[src/rtl/fsmotor_step_gen.sv]
`default_nettype none
// ============================================================================
//  Module   : fsmotor_step_gen
//  Purpose  : Per-motor stepper command sequencer. Turns software commands
//             (step count, half-period, direction, homing) into timed step
//             pulses for one routing-stage slave slot, tracks the remaining
//             step count and reports whether homing ended on zero detect.
//  Ports    : clk, rst            - clock, asynchronous active-high reset
//             cfg_xen/xrst/ms     - slot enable/reset/microstep requests
//             req_start/home/stop - one-cycle command strobes
//             req_dir/steps/speed - run parameters (speed = half-period)
//             busy, done          - sequencer active / return-to-idle pulse
//             zero_hit, remain    - homing result, steps still to issue
//             motor_zpd           - zero-position detect from slot (async)
//             motor_xen/xrst/ms/drive/dir - slot outputs
//  Options  : FSMOTOR_STEP_GEN_ZPD_LIMIT_EN - zero detect also acts as a hard
//             limit for runs heading toward zero (dir == 0).
//  Revision : 1.0 - initial release
// ============================================================================
module fsmotor_step_gen #(
    parameter int C_MICROSTEP_WIDTH   = 3,
    parameter int C_STEP_NUMBER_WIDTH = 16,
    parameter int C_SPEED_DATA_WIDTH  = 16
) (
    input  logic                           clk,
    input  logic                           rst,
    input  logic                           cfg_xen,
    input  logic                           cfg_xrst,
    input  logic [C_MICROSTEP_WIDTH-1:0]   cfg_ms,
    input  logic                           req_start,
    input  logic                           req_home,
    input  logic                           req_stop,
    input  logic                           req_dir,
    input  logic [C_STEP_NUMBER_WIDTH-1:0] req_steps,
    input  logic [C_SPEED_DATA_WIDTH-1:0]  req_speed,
    output logic                           busy,
    output logic                           done,
    output logic                           zero_hit,
    output logic [C_STEP_NUMBER_WIDTH-1:0] remain,
    input  logic                           motor_zpd,
    output logic                           motor_xen,
    output logic                           motor_xrst,
    output logic [C_MICROSTEP_WIDTH-1:0]   motor_ms,
    output logic                           motor_drive,
    output logic                           motor_dir
);

    localparam logic [1:0] c_ST_IDLE  = 2'd0;
    localparam logic [1:0] c_ST_SETUP = 2'd1;
    localparam logic [1:0] c_ST_HIGH  = 2'd2;
    localparam logic [1:0] c_ST_LOW   = 2'd3;

    localparam logic c_MODE_RUN  = 1'b0;
    localparam logic c_MODE_HOME = 1'b1;

    localparam logic [C_SPEED_DATA_WIDTH-1:0]  c_SPD_ONE  = {{(C_SPEED_DATA_WIDTH-1){1'b0}}, 1'b1};
    localparam logic [C_STEP_NUMBER_WIDTH-1:0] c_STEP_ONE = {{(C_STEP_NUMBER_WIDTH-1){1'b0}}, 1'b1};

    logic [1:0]                     r_state;
    logic                           r_mode;
    logic [C_SPEED_DATA_WIDTH-1:0]  r_half;
    logic [C_SPEED_DATA_WIDTH-1:0]  r_cnt;
    logic [C_STEP_NUMBER_WIDTH-1:0] r_remain;
    logic                           r_zs_meta;
    logic                           r_zs;
    logic                           r_done;
    logic                           r_zero_hit;
    logic                           r_drive;
    logic                           r_dir;
    logic                           r_xen;
    logic                           r_xrst;
    logic [C_MICROSTEP_WIDTH-1:0]   r_ms;

    logic [C_SPEED_DATA_WIDTH-1:0]  w_half;
    logic                           w_zpd_abort;

    // A zero half-period would stall the phase counter; clamp to one clock.
    assign w_half = (req_speed == '0) ? c_SPD_ONE : req_speed;

    // r_dir is the latched run direction (homing forces it to 0).
`ifdef FSMOTOR_STEP_GEN_ZPD_LIMIT_EN
    assign w_zpd_abort = r_zs && ((r_mode == c_MODE_HOME) || (r_dir == 1'b0));
`else
    assign w_zpd_abort = r_zs && (r_mode == c_MODE_HOME);
`endif

    always_ff @(posedge clk or posedge rst) begin
        if (rst) begin
            r_state    <= c_ST_IDLE;
            r_mode     <= c_MODE_RUN;
            r_half     <= c_SPD_ONE;
            r_cnt      <= '0;
            r_remain   <= '0;
            r_zs_meta  <= 1'b0;
            r_zs       <= 1'b0;
            r_done     <= 1'b0;
            r_zero_hit <= 1'b0;
            r_drive    <= 1'b0;
            r_dir      <= 1'b0;
            r_xen      <= 1'b0;
            r_xrst     <= 1'b1;
            r_ms       <= '0;
        end else begin
            r_zs_meta <= motor_zpd;
            r_zs      <= r_zs_meta;
            r_xen     <= cfg_xen;
            r_xrst    <= cfg_xrst;
            r_done    <= 1'b0;

            if (r_state == c_ST_IDLE) begin
                r_ms <= cfg_ms;
                // Stop outranks home, home outranks start; losers are dropped.
                if (!req_stop && req_home) begin
                    r_mode     <= c_MODE_HOME;
                    r_dir      <= 1'b0;
                    r_zero_hit <= 1'b0;
                    r_remain   <= '0;
                    r_half     <= w_half;
                    r_cnt      <= w_half - c_SPD_ONE;
                    r_state    <= c_ST_SETUP;
                end else if (!req_stop && req_start) begin
                    r_mode     <= c_MODE_RUN;
                    r_dir      <= req_dir;
                    r_zero_hit <= 1'b0;
                    r_remain   <= req_steps;
                    r_half     <= w_half;
                    r_cnt      <= w_half - c_SPD_ONE;
                    if (req_steps == '0) begin
                        r_done <= 1'b1;
                    end else begin
                        r_state <= c_ST_SETUP;
                    end
                end
            end else if (req_stop) begin
                r_state <= c_ST_IDLE;
                r_drive <= 1'b0;
                r_done  <= 1'b1;
            end else if (w_zpd_abort) begin
                r_state    <= c_ST_IDLE;
                r_drive    <= 1'b0;
                r_done     <= 1'b1;
                r_zero_hit <= 1'b1;
            end else if (r_cnt != '0) begin
                r_cnt <= r_cnt - c_SPD_ONE;
            end else begin
                // Phase boundary: every phase lasts exactly r_half clocks.
                r_cnt <= r_half - c_SPD_ONE;
                if (r_state == c_ST_HIGH) begin
                    r_state <= c_ST_LOW;
                    r_drive <= 1'b0;
                end else if ((r_state == c_ST_LOW) && (r_mode == c_MODE_RUN) && (r_remain == '0)) begin
                    r_state <= c_ST_IDLE;
                    r_done  <= 1'b1;
                end else begin
                    // SETUP or LOW: start a new pulse, counting it as issued now.
                    r_state <= c_ST_HIGH;
                    r_drive <= 1'b1;
                    if (r_mode == c_MODE_RUN) begin
                        r_remain <= r_remain - c_STEP_ONE;
                    end
                end
            end
        end
    end

    assign busy        = (r_state != c_ST_IDLE);
    assign done        = r_done;
    assign zero_hit    = r_zero_hit;
    assign remain      = r_remain;
    assign motor_xen   = r_xen;
    assign motor_xrst  = r_xrst;
    assign motor_ms    = r_ms;
    assign motor_drive = r_drive;
    assign motor_dir   = r_dir;

endmodule
`default_nettype wire

[config.mk]
export PLATFORM = sky130hd
export DESIGN_NAME = fsmotor_step_gen
export DESIGN_NICKNAME = d
export VERILOG_FILES = /design/src/rtl/fsmotor_step_gen.sv
export SDC_FILE = /design/constraint.sdc
export NUM_CORES = 1
export LEC_CHECK = 0
export ABC_AREA = 1
export BUFFER_PORTS_ARGS = -buffer_cell sky130_fd_sc_hd__buf_2
export CAP_MARGIN = 20
export CORE_ASPECT_RATIO = 1.1
export CORE_UTILIZATION = 35
export CTS_BUF_LIST = sky130_fd_sc_hd__clkbuf_8
export DETAILED_ROUTE_END_ITERATION = 10
export SKIP_CTS_REPAIR_TIMING = 1
export SLEW_MARGIN = 20
export SYNTH_ARGS = -nofsm -noshare
export SYNTH_HDL_FRONTEND = slang
export SYNTH_SLANG_ARGS = --single-unit
[constraint.sdc]
create_clock -name clk -period 4 [get_ports clk]
set_clock_uncertainty 0.2 [all_clocks]
set_input_delay 0.2 -clock clk [delete_from_list [all_inputs] [get_ports clk]]
set_output_delay 0.2 -clock clk [all_outputs]
set_load 0.01 [all_outputs]
# After elaboration in Yosys (flattened, before gate mapping)
# Cells that the tools add are included.
[totals]
word_cells = 102
ff_bits = 62
out_inout_bits = 26
[op_classes]
bitwise_logic = 2
reduce_logical = 20
eq_ne = 13
n_mux = 49
add_sub_neg = 4
[op_table]
columns = ["operator", "count"]
rows = [
  ["$mux W16", 18],
  ["$sub A16 B1 Y16 const B", 4],
  ["$logic_not A16 Y1", 3],
  ["$mux W1", 22],
  ["$mux W2", 9],
  ["$reduce_bool A16 Y1", 1],
  ["$reduce_and A3 Y1", 4],
  ["$ne A4 B4 Y1 const B", 2],
  ["$reduce_and A7 Y1", 1],
  ["$ne A2 B1 Y1 const B", 3],
  ["$ne A2 B2 Y1 const B", 3],
  ["$ne A3 B3 Y1 const B", 2],
  ["$reduce_bool A2 Y1", 3],
  ["$logic_and A1 B1 Y1", 5],
  ["$eq A2 B2 Y1 const B", 2],
  ["$ne A3 B1 Y1 const B", 1],
  ["$logic_not A2 Y1", 1],
  ["$not A1 Y1", 2],
  ["$reduce_and A2 Y1", 1],
  ["$logic_not A1 Y1", 1],
]

# Depth between registers and ports, before layout
[depth]
word_depth = 9
mapped_depth = 15
ltp_nobuf = 14

# Worst setup path before layout
# OpenSTA, ideal clock, no wires.
[synth_timing]
path_kind = "register to register"
start = "reg r_cnt[4]"
end = "reg r_cnt[8]"
n_path_buf = 1
setup_time_ps = 117
t_arrival_ps = 1807
path_stages_with_launch = 14
slack_ps = 1875
cell_sequence = "dfrtp_1 > nor2_1 > nand2_1 > nor2_4 > nand2_2 > buf_6 > nand3_1 > nand3_1 > ha_1 > nand3_1 > nor2_1 > or2_1 > nand3_1 > nand2_1"
[synth_via]
elab_chain_len = 5
word_cells_on_any_way = 6
classes_between = "add/sub (1); mux (4); reduce/logical (1)"
[synth_rtl]
columns = ["element", "line", "rtl"]
rows = [
  ["start: declaration", "62", "logic [C_SPEED_DATA_WIDTH-1:0] r_cnt;"],
  ["start signal: assignment", "119", "r_cnt <= w_half - c_SPD_ONE;"],
  ["start signal: assignment", "127", "r_cnt <= w_half - c_SPD_ONE;"],
  ["start signal: assignment", "144", "r_cnt <= r_cnt - c_SPD_ONE;"],
  ["$sub A16 B1 Y16 / $reduce_bool A16 Y1 (equally long branches)", "144, 143", ""],
  ["$mux W16 (*)", "143", "end else if (r_cnt != '0) begin"],
  ["$mux W16 (*)", "138", "end else if (w_zpd_abort) begin"],
  ["$mux W16 (*)", "134", "end else if (req_stop) begin"],
  ["$mux W16 (*)", "110", "if (r_state == c_ST_IDLE) begin"],
]
# Every way passes the cells marked *; elsewhere a longest branch is shown, timed or not. The select of a mux whose other input is x is not followed.
# A chain may end at the register's enable or synchronous reset.

# Worst setup path in the final report
[layout_timing]
start = "reg r_cnt[10]"
end = "reg r_cnt[10]"
# The elaborated chain is that of the path after synthesis.

==> metrics.csv <==
stage,metric,value,unit
status,status,"complete, but fails checks",
status,violated checks,negative hold slack,
drt,Met1 Routed Length,5260,um
timing,Final TNS setup,0,ps
placement,Detail Placement HPWL,7760,um
logic_synthesis,syn avg cell area,7.13,um^2
layout,area growth from synthesis to layout,22.6,%
floorplanning,chip width,102,um
drt,met3 wire len,531,um
floorplanning,initial core utilization,0.366,
logic_synthesis,Mapped Cells,543,
timing,Final Setup Violations,0,
clocking,clk buf depth,2,
drt,number of vias per cell,4.97,
timing,FMAX,327,MHz
global_route,first-pass GRT wire length,17600,um
worst_setup_path,Worst setup EP type,flop,
logic_synthesis,post-synth design cell area,3870,um^2
global_route,GRT overflow,0,
worst_setup_path,startpoint types,flop,
timing,Final Max Tran Viols,0,
logic_synthesis,"Seq/Total Area, Yosys",0.401,
layout,final instance area,4750,um^2
logic_synthesis,Synth top area share,0.388,
worst_setup_path,Reg2Reg Depth,13,
placement,area post-placement,4330,um^2
floorplanning,die area,11500,um^2
floorplanning,Die Span Y,112,um
clocking,clk slew on worst S/H paths,70,ps
timing,worst-margin pin slew,957,ps
logic_synthesis,Yosys warnings,0,
timing,Final Hold Viols,6,
logic_synthesis,async set-reset flop share out of synthesis,1.00,
placement,Routability Congestion,0.845,
worst_setup_path,Crit Path Category,reg -> reg,
layout,Post-layout nets,680,
job,Max-cap violations,0,
logic_synthesis,Yosys top cell by area,dfrtp_1,
logic_synthesis,register bit total from synthesis,62,
global_route,vias in the first global route,3620,
logic_synthesis,simple-gate share of the synthesized area,0.387,
logic_synthesis,Synth Area in Adders,0.00969,
layout,post-layout util,0.449,
power,"IR drop worst, VDD",0.344,mV
logic_synthesis,syn_nets,590,
layout,FILL cells,1111,
logic_synthesis,largest family of logic cells by synthesized area,simple AND/OR/NAND/NOR gates,
logic_synthesis,Synth Area in XOR/XNOR,0.0203,
logic_synthesis,top-count cell post-synth,nand2_1,
power,PD cells,727,nW/um^2
floorplanning,# IOs,70,
logic_synthesis,"EDFF count, synth",0,
clocking,CTS buffer count,9,
timing,hold slack,-44.4,ps
min_path,Hold Path Depth,3,
clocking,clock net sink count,62,
logic_synthesis,compound-gate portion of the synthesized area,0.0998,
drt,met2 wire len,4800,um
drt,total iterations of the first detailed-routing run,5,
logic_synthesis,post-synthesis mux area share,0,
global_route,initial antenna violation count,0,
timing,Final WS setup,938,ps
power,Lkg Pwr,2.39,nW
placement,I/O Buffers,69,
logic_synthesis,Netlist cell types,36,
drt,Top Layer Used,met4,
drt,via count,3874,
logic_synthesis,ys flop type,dfrtp_1,
timing,"Period Utilization, post-route",0.765,
drt,drt total wl,10800,um
layout,layout cells sized above 1,0.192,
global_route,largest net degree at the start of global routing,38,
drt,WL per Instance,13.8,um
clocking,CTS tree,done,
min_path,worst hold path class,in -> reg,
floorplanning,Core Footprint,10600,um^2
logic_synthesis,Synth top cells by count,"nand2_1 (153), nor2_1 (66), dfrtp_1 (60), inv_1 (53), nand3_1 (52)",
drt,Final ANT Viol Nets,0,
layout,total inserted antenna cells,0,
placement,DP Worst Slack,996,ps
clocking,clock root cell,clkbuf_8,
worst_setup_path,crit path max fanout,20,
clocking,Clock Latency Late Sink,350,ps
global_route,GRT Overall Usage,0.199,
timing,Final Critical Period,3060,ps
power,total power draw,3.45,mW
drt,DR iter-0 viols,214,
timing,RSZ-0062 raised after global routing,no,
drt,DRC violation count after routing,0,
worst_setup_path,worst endpoint required time,4040,ps
logic_synthesis,synth top area cells,"dfrtp_1 (39%), nand2_1 (15%), nand3_1 (6.7%)",
timing,headroom to the max-slew limit,0.361,
floorplanning,Rows,39,
worst_setup_path,"Arr. time, crit path",3100,ps
clocking,depth of the CTS H-tree,3,
[flip-flops by register name, summed over array words and instances (netlist names)]
register,cells
done,1
motor_dir,1
motor_drive,1
motor_ms,3
motor_xen,1
motor_xrst,1
r_cnt,16
r_half,16
r_mode,1
r_state,2
r_zs,1
r_zs_meta,1
remain,16
zero_hit,1
[worst max-delay path, stage by stage (launching register included)]
cell	delay (ps)
dfrtp_1	400
nor2_1	100
nand2_1	120
nor2_4	290
nand2_2	360
nor2_1	370
nand2_1	80
nand3_1	160
ha_1	210
nand3_1	150
nor2_1	250
nand3b_1	110
nand3_1	100
nand2_1	50
[layer usage]
metal  global-route usage  up-vias
li1                     -     1944
met1                0.282     1797
met2                0.306      121
met3               0.0336       12
met4               0.0695        0
met5                    0        -
[path summary, 6_finish.rpt]
kind / start / endpoint / slack, ps
setup reg to reg: r_cnt[10] / r_cnt[10] / 940
min in group asynchronous: rst / motor_xen / 360
max in group asynchronous: rst / motor_xrst / 2330
setup / recovery: r_cnt[10] / r_cnt[10] / 940
hold / removal: req_speed[9] / r_half[9] / -40
hold reg to reg: r_zs_meta / r_zs / 150
[cell type report]
cell class	count	area, um^2	share of cell area
Clock buffer	11	151	0.0319
Multi-Input combinational cell	405	2000	0.421
Tap cell	143	179	0.0377
Inverter	55	206	0.0435
Clock inverter	4	16.3	0.00342
Timing Repair Buffer	100	641	0.135
Sequential cell	62	1550	0.327
[cells in the final DEF, fill, tap and decap left out]
master / count
a21oi_1: 17
a21oi_2: 1
a22oi_1: 6
a31oi_1: 4
buf_2: 69
buf_4: 6
clkbuf_8: 11
clkinv_2: 1
dfrtp_1: 60
dfstp_2: 2
dlygate4sd3_1: 25
ha_1: 3
inv_1: 55
inv_2: 3
nand2_1: 153
nand2_2: 2
nand3_1: 52
nand3_2: 7
nand3_4: 1
nand3b_1: 1
nand3b_2: 1
nand4_1: 18
nor2_1: 66
nor2_2: 10
nor2_4: 6
nor3_1: 6
nor4_1: 2
o21ai_0: 23
o21ai_1: 7
o21bai_1: 1
o221ai_1: 1
o22ai_1: 2
o31ai_1: 3
o31ai_4: 1
or2_1: 1
or2_2: 1
xnor2_1: 3
xor2_1: 6
[metrics by stage]
| stage | hold slack [ps] | cells |
|---|---|---|
| 3_5_place_dp | 106 | 740 |
| 6_report | -44.4 | 780 |
| 3_3_place_gp | 106 | 740 |
| 5_1_grt | 3.49 | 780 |
| 4_1_cts | -272 | 755 |
| 2_1_floorplan | 4.48 | 543 |
[power by group]
group	total (mW)	switching, mW	internal, mW	leakage (nW)
sequential	1.14	0.235	0.906	0.752
clock	0.491	0.244	0.248	0.0990
combinational	1.82	1.19	0.631	1.54
[cell families after synthesis]
group,Yosys count
AOI/OAI and AO/OA,66
xor gates and xnor gates,9
adders and majority gates,3
buffers and inverters,76
DFF,62
and+or+nand+nor,327
Note: power is estimated with default switching activity, not from simulation.
